[src/rtl/mc_control_fsm.sv]
// Multi-cycle sequencer: owns the FETCH..HALT state bus, the PC, the retired
// counter and the link register, and decodes per-stage strobes from state.
module mc_control_fsm #(
  parameter int              PC_W     = 32,
  parameter logic [PC_W-1:0] RESET_PC = '0
) (
  input  logic            clk,
  input  logic            rst_n,
  input  logic            imem_ready,
  input  logic            dmem_ready,
  input  logic [1:0]      format,
  input  logic [5:0]      opcode,
  input  logic [15:0]     immediate,
  input  logic [25:0]     target,
  input  logic            alu_zero,
  output logic [2:0]      state,
  output logic [PC_W-1:0] pc,
  output logic            imem_req,
  output logic            ir_load,
  output logic            dmem_req,
  output logic            dmem_we,
  output logic            reg_we,
  output logic [1:0]      wb_sel,
  output logic            halted,
  output logic [31:0]     retired,
  output logic [PC_W-1:0] link
);

  typedef enum logic [2:0] {
    S_FETCH = 3'd0, S_DECODE = 3'd1, S_EXEC = 3'd2,
    S_MEM   = 3'd3, S_WB     = 3'd4, S_HALT = 3'd5
  } state_t;

  typedef enum logic [2:0] {
    C_ALU, C_LW, C_SW, C_BEQ, C_BNE, C_JAL, C_HALT, C_NOP
  } cls_t;

  state_t          r_state, w_next;
  cls_t            r_cls, w_cls;
  logic [PC_W-1:0] r_pc, r_link;
  logic [31:0]     r_retired;
  logic            w_taken;
  logic [PC_W-1:0] w_br_off;
  logic            w_retire;

  // Instruction class straight from the decoder; only meaningful in EXECUTE.
  always_comb begin
    w_cls = C_ALU;
    case (format)
      2'd0: w_cls = C_ALU;
      2'd1: w_cls = C_JAL;
      2'd3: w_cls = C_NOP;
      default: begin
        case (opcode)
          6'd35:  w_cls = C_LW;
          6'd43:  w_cls = C_SW;
          6'd4:   w_cls = C_BEQ;
          6'd5:   w_cls = C_BNE;
          6'h3F:  w_cls = C_HALT;
          default: w_cls = C_ALU;
        endcase
      end
    endcase
  end

  assign w_taken  = (w_cls == C_BEQ && alu_zero) || (w_cls == C_BNE && !alu_zero);
  assign w_br_off = {{(PC_W-18){immediate[15]}}, immediate, 2'b00};

  always_ff @(posedge clk) begin
    if (!rst_n) r_state <= S_FETCH;
    else        r_state <= w_next;
  end

  always_comb begin
    w_next = r_state;
    case (r_state)
      S_FETCH:  if (imem_ready) w_next = S_DECODE;
      S_DECODE: w_next = S_EXEC;
      S_EXEC: begin
        case (w_cls)
          C_ALU, C_JAL: w_next = S_WB;
          C_LW,  C_SW:  w_next = S_MEM;
          C_HALT:       w_next = S_HALT;
          default:      w_next = S_FETCH;
        endcase
      end
      S_MEM:    if (dmem_ready) w_next = (r_cls == C_LW) ? S_WB : S_FETCH;
      S_WB:     w_next = S_FETCH;
      default:  w_next = S_HALT;
    endcase
  end

  // Only instruction completions count; DECODE and HALT never reach FETCH.
  assign w_retire = (r_state == S_EXEC || r_state == S_MEM || r_state == S_WB) &&
                    (w_next == S_FETCH);

  always_ff @(posedge clk) begin
    if (!rst_n) begin
      r_pc      <= RESET_PC;
      r_link    <= '0;
      r_cls     <= C_NOP;
      r_retired <= '0;
    end else begin
      if (r_state == S_FETCH && imem_ready) r_pc <= r_pc + PC_W'(4);
      if (r_state == S_EXEC) begin
        r_cls <= w_cls;
        if (w_taken) r_pc <= r_pc + w_br_off;
        if (w_cls == C_JAL) begin
          r_link <= r_pc;
          r_pc   <= {r_pc[PC_W-1:28], target, 2'b00};
        end
      end
      if (w_retire) r_retired <= r_retired + 32'd1;
    end
  end

  always_comb begin
    imem_req = (r_state == S_FETCH);
    ir_load  = (r_state == S_FETCH) && imem_ready;
    dmem_req = (r_state == S_MEM);
    dmem_we  = (r_state == S_MEM) && (r_cls == C_SW);
    reg_we   = (r_state == S_WB);
    halted   = (r_state == S_HALT);
    wb_sel   = (r_cls == C_LW) ? 2'd1 : (r_cls == C_JAL) ? 2'd2 : 2'd0;
  end

  assign state   = r_state;
  assign pc      = r_pc;
  assign retired = r_retired;
  assign link    = r_link;

endmodule
[config.mk]
export PLATFORM = sky130hd
export DESIGN_NAME = mc_control_fsm
export DESIGN_NICKNAME = d
export VERILOG_FILES = /design/src/rtl/mc_control_fsm.sv
export SDC_FILE = /design/constraint.sdc
export NUM_CORES = 1
export LEC_CHECK = 0
export CAP_MARGIN = 15
export CORE_MARGIN = 8
export CORE_UTILIZATION = 45
export DETAILED_ROUTE_END_ITERATION = 7
export PLACE_DENSITY = 0.78
export SETUP_SLACK_MARGIN = 0.4
export SKIP_LAST_GASP = 1
export SLEW_MARGIN = 10
export SYNTH_ARGS = -nofsm -noshare
export SYNTH_HDL_FRONTEND = slang
export SYNTH_SLANG_ARGS = --single-unit
[constraint.sdc]
create_clock -name clk -period 2.4 [get_ports clk]
set_input_delay 0.24 -clock clk [delete_from_list [all_inputs] [get_ports clk]]
set_output_delay 0.24 -clock clk [all_outputs]
set_load 0.02 [all_outputs]
# Yosys cells after proc, flatten, opt, wreduce, memory -nomap -nowiden
# Cells that the tools add are included.
# W data, S select, Z words.
# totals
reg_bits	102
input_bits	55
out_inout_bits	107
# op_classes
add_sub_neg	3
eq_ne	22
mux	13
reduce_logical	16
# ops
operator	count
$mux W32	4
$add A32 B1 Y32 const B	1
$add A32 B3 Y32 const B	1
$add A32 B32 Y32	1
$pmux W3 S5	2
$eq A3 B3 Y1 const B	6
$eq A6 B6 Y1 const B	3
$pmux W3 S3	2
$eq A3 B2 Y1 const B	5
$eq A6 B3 Y1 const B	2
$eq A3 B1 Y1 const B	3
$logic_not A3 Y1	3
$mux W3	3
$logic_and A1 B1 Y1	5
$mux W2	2
$reduce_or A2 Y1	2
$logic_or A1 B1 Y1	3
$eq A2 B1 Y1 const B	1
$eq A2 B2 Y1 const B	1
$logic_not A2 Y1	1
$ne A2 B2 Y1 const B	1
$reduce_and A2 Y1	1
$logic_not A1 Y1	1

# Logic depth before layout (Yosys ltp)
# Gate-level depths: netlist of the first run.
# depth
ltp_word	9
ltp_mapped	11
mapped_depth_nobuf	11

# Worst setup path before layout of the first run
# Ideal clock, no wire load.
# synth_path
path_type	flip-flop to flip-flop
start	register r_pc[3], in the netlist pc[3]
end	register r_pc[25], in the netlist pc[25]
setup_ns	0.122
arrival_time_ns	2.686
setup_slack_ns	-0.408
stages_incl_launch_ff	10
n_path_buf	0
synth_period_minus_slack_ns	2.808
cell_sequence	dfxtp_1 ha_1 a211oi_1 o21ai_0 o221a_2 or2_2 a31o_2 a21o_1 a21o_1 a221o_1
# synth_between
elab_chain_len	5
word_cells_on_any_way	6
cone_classes	add/sub: 2; mux: 4
# synth_lines
element	line_no	text
start, declared	40	logic [PC_W-1:0] r_pc, r_link;
start signal, assigned	104	if (r_state == S_FETCH && imem_ready) r_pc <= r_pc + PC_W'(4);
start signal, assigned	107	if (w_taken) r_pc <= r_pc + w_br_off;
start signal, assigned	110	r_pc <= {r_pc[PC_W-1:28], target, 2'b00};
$add A32 B3 Y32	104	
$mux W32	104	
$mux W32	107	
$mux W32	108	if (w_cls == C_JAL) begin
$mux W32 (*)	105	if (r_state == S_EXEC) begin
# Mark *: on every way between the ends. The rest lies on a longest branch, timed or not. The select of a mux whose other input is x is not followed.
# A chain may end at the register's enable or synchronous reset.

# Worst setup path after layout of the first run
# layout_path
start	register r_pc[2], in the netlist pc[2]
end	register r_pc[26], in the netlist pc[26]
# Same word-level chain as after synthesis.

==> results of run 1 <==
[area by class of cell]
cell class / instances / area, um^2
clock buffers: 9 / 225
clock inverters: 7 / 58.8
fillers: 934 / 3180
inverters: 16 / 60.1
multi-input cells: 648 / 4790
flip-flops and latches: 98 / 2010
well taps: 180 / 225
repair buffers: 361 / 3220
[power by group]
group / total, mW / internal (mW) / switching, mW
Sequential: 1.65 / 1.64 / 0.0185
Combinational: 0.746 / 0.382 / 0.365
Clock: 1.45 / 0.724 / 0.721
Total: 3.85 / 2.74 / 1.10
[sequential cells by signal (all words and copies together) (netlist names)]
| register | cells |
|---|---|
| state | 3 |
| retired | 32 |
| pc | 30 |
| link | 30 |
| r_cls | 3 |
[critical path, cell delays in order (launching register included)]
cell and delay, ns:
dfxtp_4 0.36, ha_4 0.15, inv_2 0.04, fa_2 0.36, nand2b_4 0.17, a21oi_4 0.20, o21ai_4 0.08, nand3_2 0.11
a21o_1 0.22, buf_6 0.13, buf_4 0.10, a31oi_2 0.09, or3_1 0.32, a31oi_1 0.17
[cells in the final DEF (no fill, tap or decap), types with 14 or more instances in the layout]
cell and instances:
nand3_1 16, nor2_1 64, o211ai_1 17, ha_1 19
o21ai_0 22, a21o_1 14, nand2_1 118, xnor2_1 21
buf_6 29, a21oi_1 69, dfxtp_1 79, nand4_1 18
xor2_1 49, clkdlybuf4s50_1 138, buf_4 172
[per-layer routing]
metal,vias to the layer above,global-route usage,wire [um]
met4,0,0.105,696
met1,3654,0.319,10600
met3,65,0.0565,1980
met2,335,0.416,11900
met5,-,0,0
li1,3518,-,-
[worst min-delay path by stage]
| stage | start | to | slack (ns) | cells past startpoint |
|---|---|---|---|---|
| 2_1_floorplan | target[12] | pc[14] | 0.37 | 2 |
| 3_3_place_gp | link[21] | link[21] | 0.44 | 2 |
| 3_5_place_dp | link[16] | link[16] | 0.45 | 2 |
| 4_1_cts | target[13] | pc[15] | 0.43 | 3 |
| 5_1_grt | target[11] | pc[13] | 0.45 | 3 |
| 6_report | target[13] | pc[15] | 0.43 | 3 |
[kinds of logic after synthesis]
kind of cell | Yosys count
AOI/OAI and AO/OA | 203
xor gates and xnor gates | 76
adders and majority gates | 32
buffers and inverters | 55
DFF | 98
muxes | 4
other | 1
and+or+nand+nor | 328
[timing repair]
item / 4_1_cts / 5_1_grt
endpoints found under the setup margin: 65 / 67
pin swaps: 68 / 53
cloned: 4 / 0
buffers inserted: 24 / 18
gates resized for setup: 99 / 79
[stage by stage]
stage	hold slack [ns]	setup slack, ns	total power [mW]	instances
global route	0.453	-0.270	3.97	1319
global placement	0.441	-0.476	2.31	1257
CTS	0.429	-0.0810	3.78	1301
floorplan	0.366	-0.128	2.00	800
detailed placement	0.447	-0.574	2.32	1257
finish	0.430	-0.185	3.85	1319
==> flow_summary.yaml, run 1 <==
outcome:
  status: "complete, but fails checks"
  violations: "setup timing"
timing:
  slew_violations: 0
  setup_slack_ns: -0.185
  fin_crit_sh: 1.08
  clock_skew_ns: 0.00939
  finalCriticalPeriod_ns: 2.59
  grt_setup_unrepaired: "yes"
  tns_ns: -0.956
  finalSetupViolCount: 12
  max_clock_freq_ghz: 0.387
  final_hold_viol_count: 0
final_layout:
  drive_gt1_frac: 0.326
  area.growth.synth_to_final_pct: 68.6
  fin_area_um2: 10600
  final_core_util: 0.769
  nets: 1221
  n_antenna_cell: 0
die:
  die_area_um2: 18000
  fp.dieW_um: 134
  core-area_um2: 13800
  die-height_um: 134
  initial_utilization: 0.456
  ios: 162
  num_rows: 43
route:
  num_vias: 7572
  drt-vias-per-instance: 5.74
  post-route-drc-count: 0
  drt_pass1_iterations: 5
  wl_um: 25200
  drtAntennaViolNets: 0
  drt_iter0_markers: 577
  avgRoutedWirePerCell_um: 19.1
setup_path:
  worstPathRequired_ns: 2.69
  cp-startpoint: "pc[2]"
  critPathArrivalTime_ns: 2.87
  crit_type: "register to register"
  worstReg2RegEnd: "pc[26]"
  r2r_cells: 13
  crit_fanout: 3
  cp-endpoint: "pc[26]"
  endpoint_kind: "register"
  r2r-start: "pc[2]"
  startpoint_type: "register"
  reg2reg_slack_ns: -0.19
placement:
  port_buffers: 157
  routabilityCongestion: 0.951
  placed_area_um2: 9350
  dpl.hpwl_um: 16500
synthesis:
  synth_top_area_cell: "dfxtp_1"
  async_reset_ff_frac: 0
  netlist_top_cells_count: "131 x nand2_1, 98 x dfxtp_1, 83 x a21oi_1, 71 x nor2_1, 51 x xor2_1"
  synth.area.mux_share: 0.00658
  synth_seq_cells: 98
  syn-cell-area_um2: 6280
  synth.distinct_cells: 71
  synth_xor_xnor_area_share: 0.106
  ys_seq_area_frac: 0.312
  synth_top_family_by_area: "simple AND/OR/NAND/NOR gates"
  synthTopCellsByArea: "dfxtp_1 31%, nand2_1 7.8%, xor2_1 7.1%"
  ys.flop_type: "dfxtp_1"
  yosysMostFrequentCell: "nand2_1"
  synth_edf_count: 0
  synthAdderAreaFrac: 0.0650
  synth.yosys.warnings: 0
  synth_cells: 797
  yosys.area_share.simple: 0.258
  synth_compound_area_frac: 0.207
  yosysTopAreaCellShare: 0.312
  avgSynthCellArea_um2: 7.88
clocking:
  clock_sinks: 98
  clock_path_buffers: 2
  h-tree-depth: 3
  ctsHoldBuffers: 0
  clock_latency_ns: 0.36
  cts_root_buf: "clkbuf_16"
  cts_tree: "done"
  numCtsBuffers: 9
  clk_pin_slew_ns: 0.08
grt:
  grt_max_degree: 33
  grt_pass1_wl_um: 37600
  gr-total-overflow: 0
  antenna_found_initial: 0
  grt_usage: 0.255
  grt_pass1_vias: 7417
pwr:
  leakagePower_nw: 4.41
  ir_worst_vdd_mv: 0.271
  pwr_density_cell_nw_per_um2: 363
flow_run:
  maxCapViolCount: 0
hold_path:
  worst_hold_path_type: "input pin to register"
No activity file was read; power rests on OpenSTA's default activity.
==> run 2, diff against run 1 <==
Settings changed: PLACE_DENSITY 0.78 to 0.88.
==> flow_summary.yaml, run 2 (synthesis gave the netlist of run 1 again) <==
outcome:
  status: "complete, but fails checks"
  violations: "setup timing"
die:
  core-area_um2: 13800
  die-height_um: 134
  ios: 162
  fp.dieW_um: 134
  initial_utilization: 0.456
  num_rows: 43
  die_area_um2: 18000
clocking:
  numCtsBuffers: 9
  clock_path_buffers: 2
  clock_sinks: 98
  h-tree-depth: 3
  clock_latency_ns: 0.38
  cts_root_buf: "clkbuf_16"
  cts_tree: "done"
  clk_pin_slew_ns: 0.08
pwr:
  internal_power_mw: 2.75
  p_seq_frac: 0.425
  swShare: 0.293
  pwr_density_cell_nw_per_um2: 362
  p_total_mw: 3.89
  power_frac_comb: 0.197
  clkPwrFrac: 0.378
  p_sw_mw: 1.14
  ir_worst_vdd_mv: 0.304
  leakagePower_nw: 4.36
setup_path:
  critPathArrivalTime_ns: 2.92
  path_cells: "ha_4 -> o21a_1 -> o211ai_1 -> buf_4 -> a311oi_2 -> and3_1 -> a21o_1 -> buf_4 -> a31oi_2 -> or3_1 -> a31oi_1"
  crit_type: "register to register"
  crit_slowest_cell: "a311oi_2"
  endpoint_kind: "register"
  startpoint_type: "register"
  worstReg2RegEnd: "pc[26]"
  r2r-start: "pc[15]"
  path_common_cell: "buf_4"
  crit_fanout: 4
  r2r_cells: 11
  worstPathRequired_ns: 2.71
  reg2reg_slack_ns: -0.21
  critPathMaxStageDelay_ns: 0.36
final_layout:
  mostFrequentLayoutCell: "buf_4"
  area.growth.synth_to_final_pct: 71.2
  multiInputGateArea_um2: 4900
  final_cell_mix: "157 x buf_4, 140 x clkdlybuf4s50_1, 116 x nand2_1, 78 x dfxtp_1, 64 x a21oi_1"
  nFillCells: 811
  largest_register_ffs: 32
  seq_area_um2: 2010
  nets: 1213
  finalNonFillerCells: 1312
  drive_gt1_frac: 0.345
route:
  avgRoutedWirePerCell_um: 22.0
  drt-vias-per-instance: 6.17
  drt_iter0_markers: 1148
  drt_pass1_iterations: 7
  num_vias: 8094
  drtAntennaViolNets: 0
  wl_um: 28800
  post-route-drc-count: 0
placement:
  dp.cells: 1243
  port_buffers: 157
  routabilityCongestion: 0.993
  place_ws_ns: -0.532
  dpl.hpwl_um: 16600
timing:
  finalCriticalPeriod_ns: 2.61
  tns_ns: -0.925
  slew_violations: 0
  finalSetupViolCount: 16
  grt_setup_unrepaired: "yes"
  max_clock_freq_ghz: 0.382
  clock_skew_ns: 0.0140
  setup_slack_ns: -0.215
  tightest_slew_ns: 0.535
  fin_crit_sh: 1.09
  whs_ns: 0.415
  final_hold_viol_count: 0
  max_slew_margin: 0.641
grt:
  grt_usage: 0.276
  grt_pass1_wl_um: 40200
  grt_pass1_vias: 7715
  gr-total-overflow: 0
  grt_max_degree: 56
  antenna_found_initial: 1
flow_run:
  maxCapViolCount: 0
hold_path:
  hold-path-endpoint: "pc[15]"
  hold_path_startpoint: "target[13]"
  worstHoldPathCells: 3
  worst_hold_path_type: "input pin to register"
-- run 2: changes by cell type in the layout (fill, tap and decap cells not counted), moves of 4 or more --
cell	previous run	this run
buf_12	1	8
nand2_2	9	13
a21oi_2	11	16
o21ai_0	22	18
a21oi_1	69	64
buf_4	172	157
-- run 2: what timing repair did --
action / CTS / global route
endpoints found under the setup margin: 66 / 62
gates cloned: 3 / 0
pin swaps: 73 / 54
hold buffers: 0 / 0
setup buffers: 29 / 20
resized for setup: 120 / 88
-- run 2: area by class of cell --
| type | instances | share of cell area |
|---|---|---|
| diodes | 1 | 0.000233 |
| clock buffers | 10 | 0.0222 |
| repair buffers | 354 | 0.303 |
| inverters | 16 | 0.00559 |
| well taps | 180 | 0.0209 |
| clock inverters | 6 | 0.00466 |
| flip-flops and latches | 98 | 0.187 |
| multi-input cells | 647 | 0.456 |
-- run 2: worst max-delay path, delay by kind of cell, from the launching register on --
family                   cells  cell delay, ns
buffers and inverters        2            0.34
flip-flops                   1            0.34
AND/OR/NAND/NOR              2            0.56
AO/OA/AOI/OAI                6            1.03
adder cells (fa/ha/maj)      1            0.29
-- run 2: power by group through the flow --
stage	Combinational [mW]	Sequential, mW	Clock [mW]
6_report	0.766	1.66	1.47
5_1_grt	0.807	1.66	1.54
4_1_cts	0.670	1.65	1.45
3_5_place_dp	0.626	1.69	0
3_3_place_gp	0.610	1.69	0
2_1_floorplan	0.285	1.71	0
-- run 2: per-layer routing --
metal | vias up | wire length [um] | global-route usage | share of wire
met4 | 0 | 2050 | 0.149 | 0.071
met1 | 3763 | 10500 | 0.319 | 0.36
met2 | 618 | 13600 | 0.459 | 0.47
li1 | 3507 | - | - | -
met5 | - | 0 | 0 | 0
met3 | 206 | 2720 | 0.0699 | 0.094
-- run 2: worst max path at each step --
stage                             end          from
after floorplan                pc[25]      state[2]
after global placement    retired[17]     opcode[5]
after CTS                      pc[28]        pc[14]
final                          pc[26]        pc[15]
after detailed placement  retired[17]     opcode[5]
after global routing           pc[28]  immediate[9]
-- run 2: per-stage QoR --
| step | util | area (um^2) |
|---|---|---|
| 6_report | 0.781 | 10800 |
| 5_1_grt | 0.781 | 10800 |
| 4_1_cts | 0.746 | 10300 |
| 3_5_place_dp | 0.675 | 9300 |
| 3_3_place_gp | 0.675 | 9300 |
| 2_1_floorplan | - | 6600 |
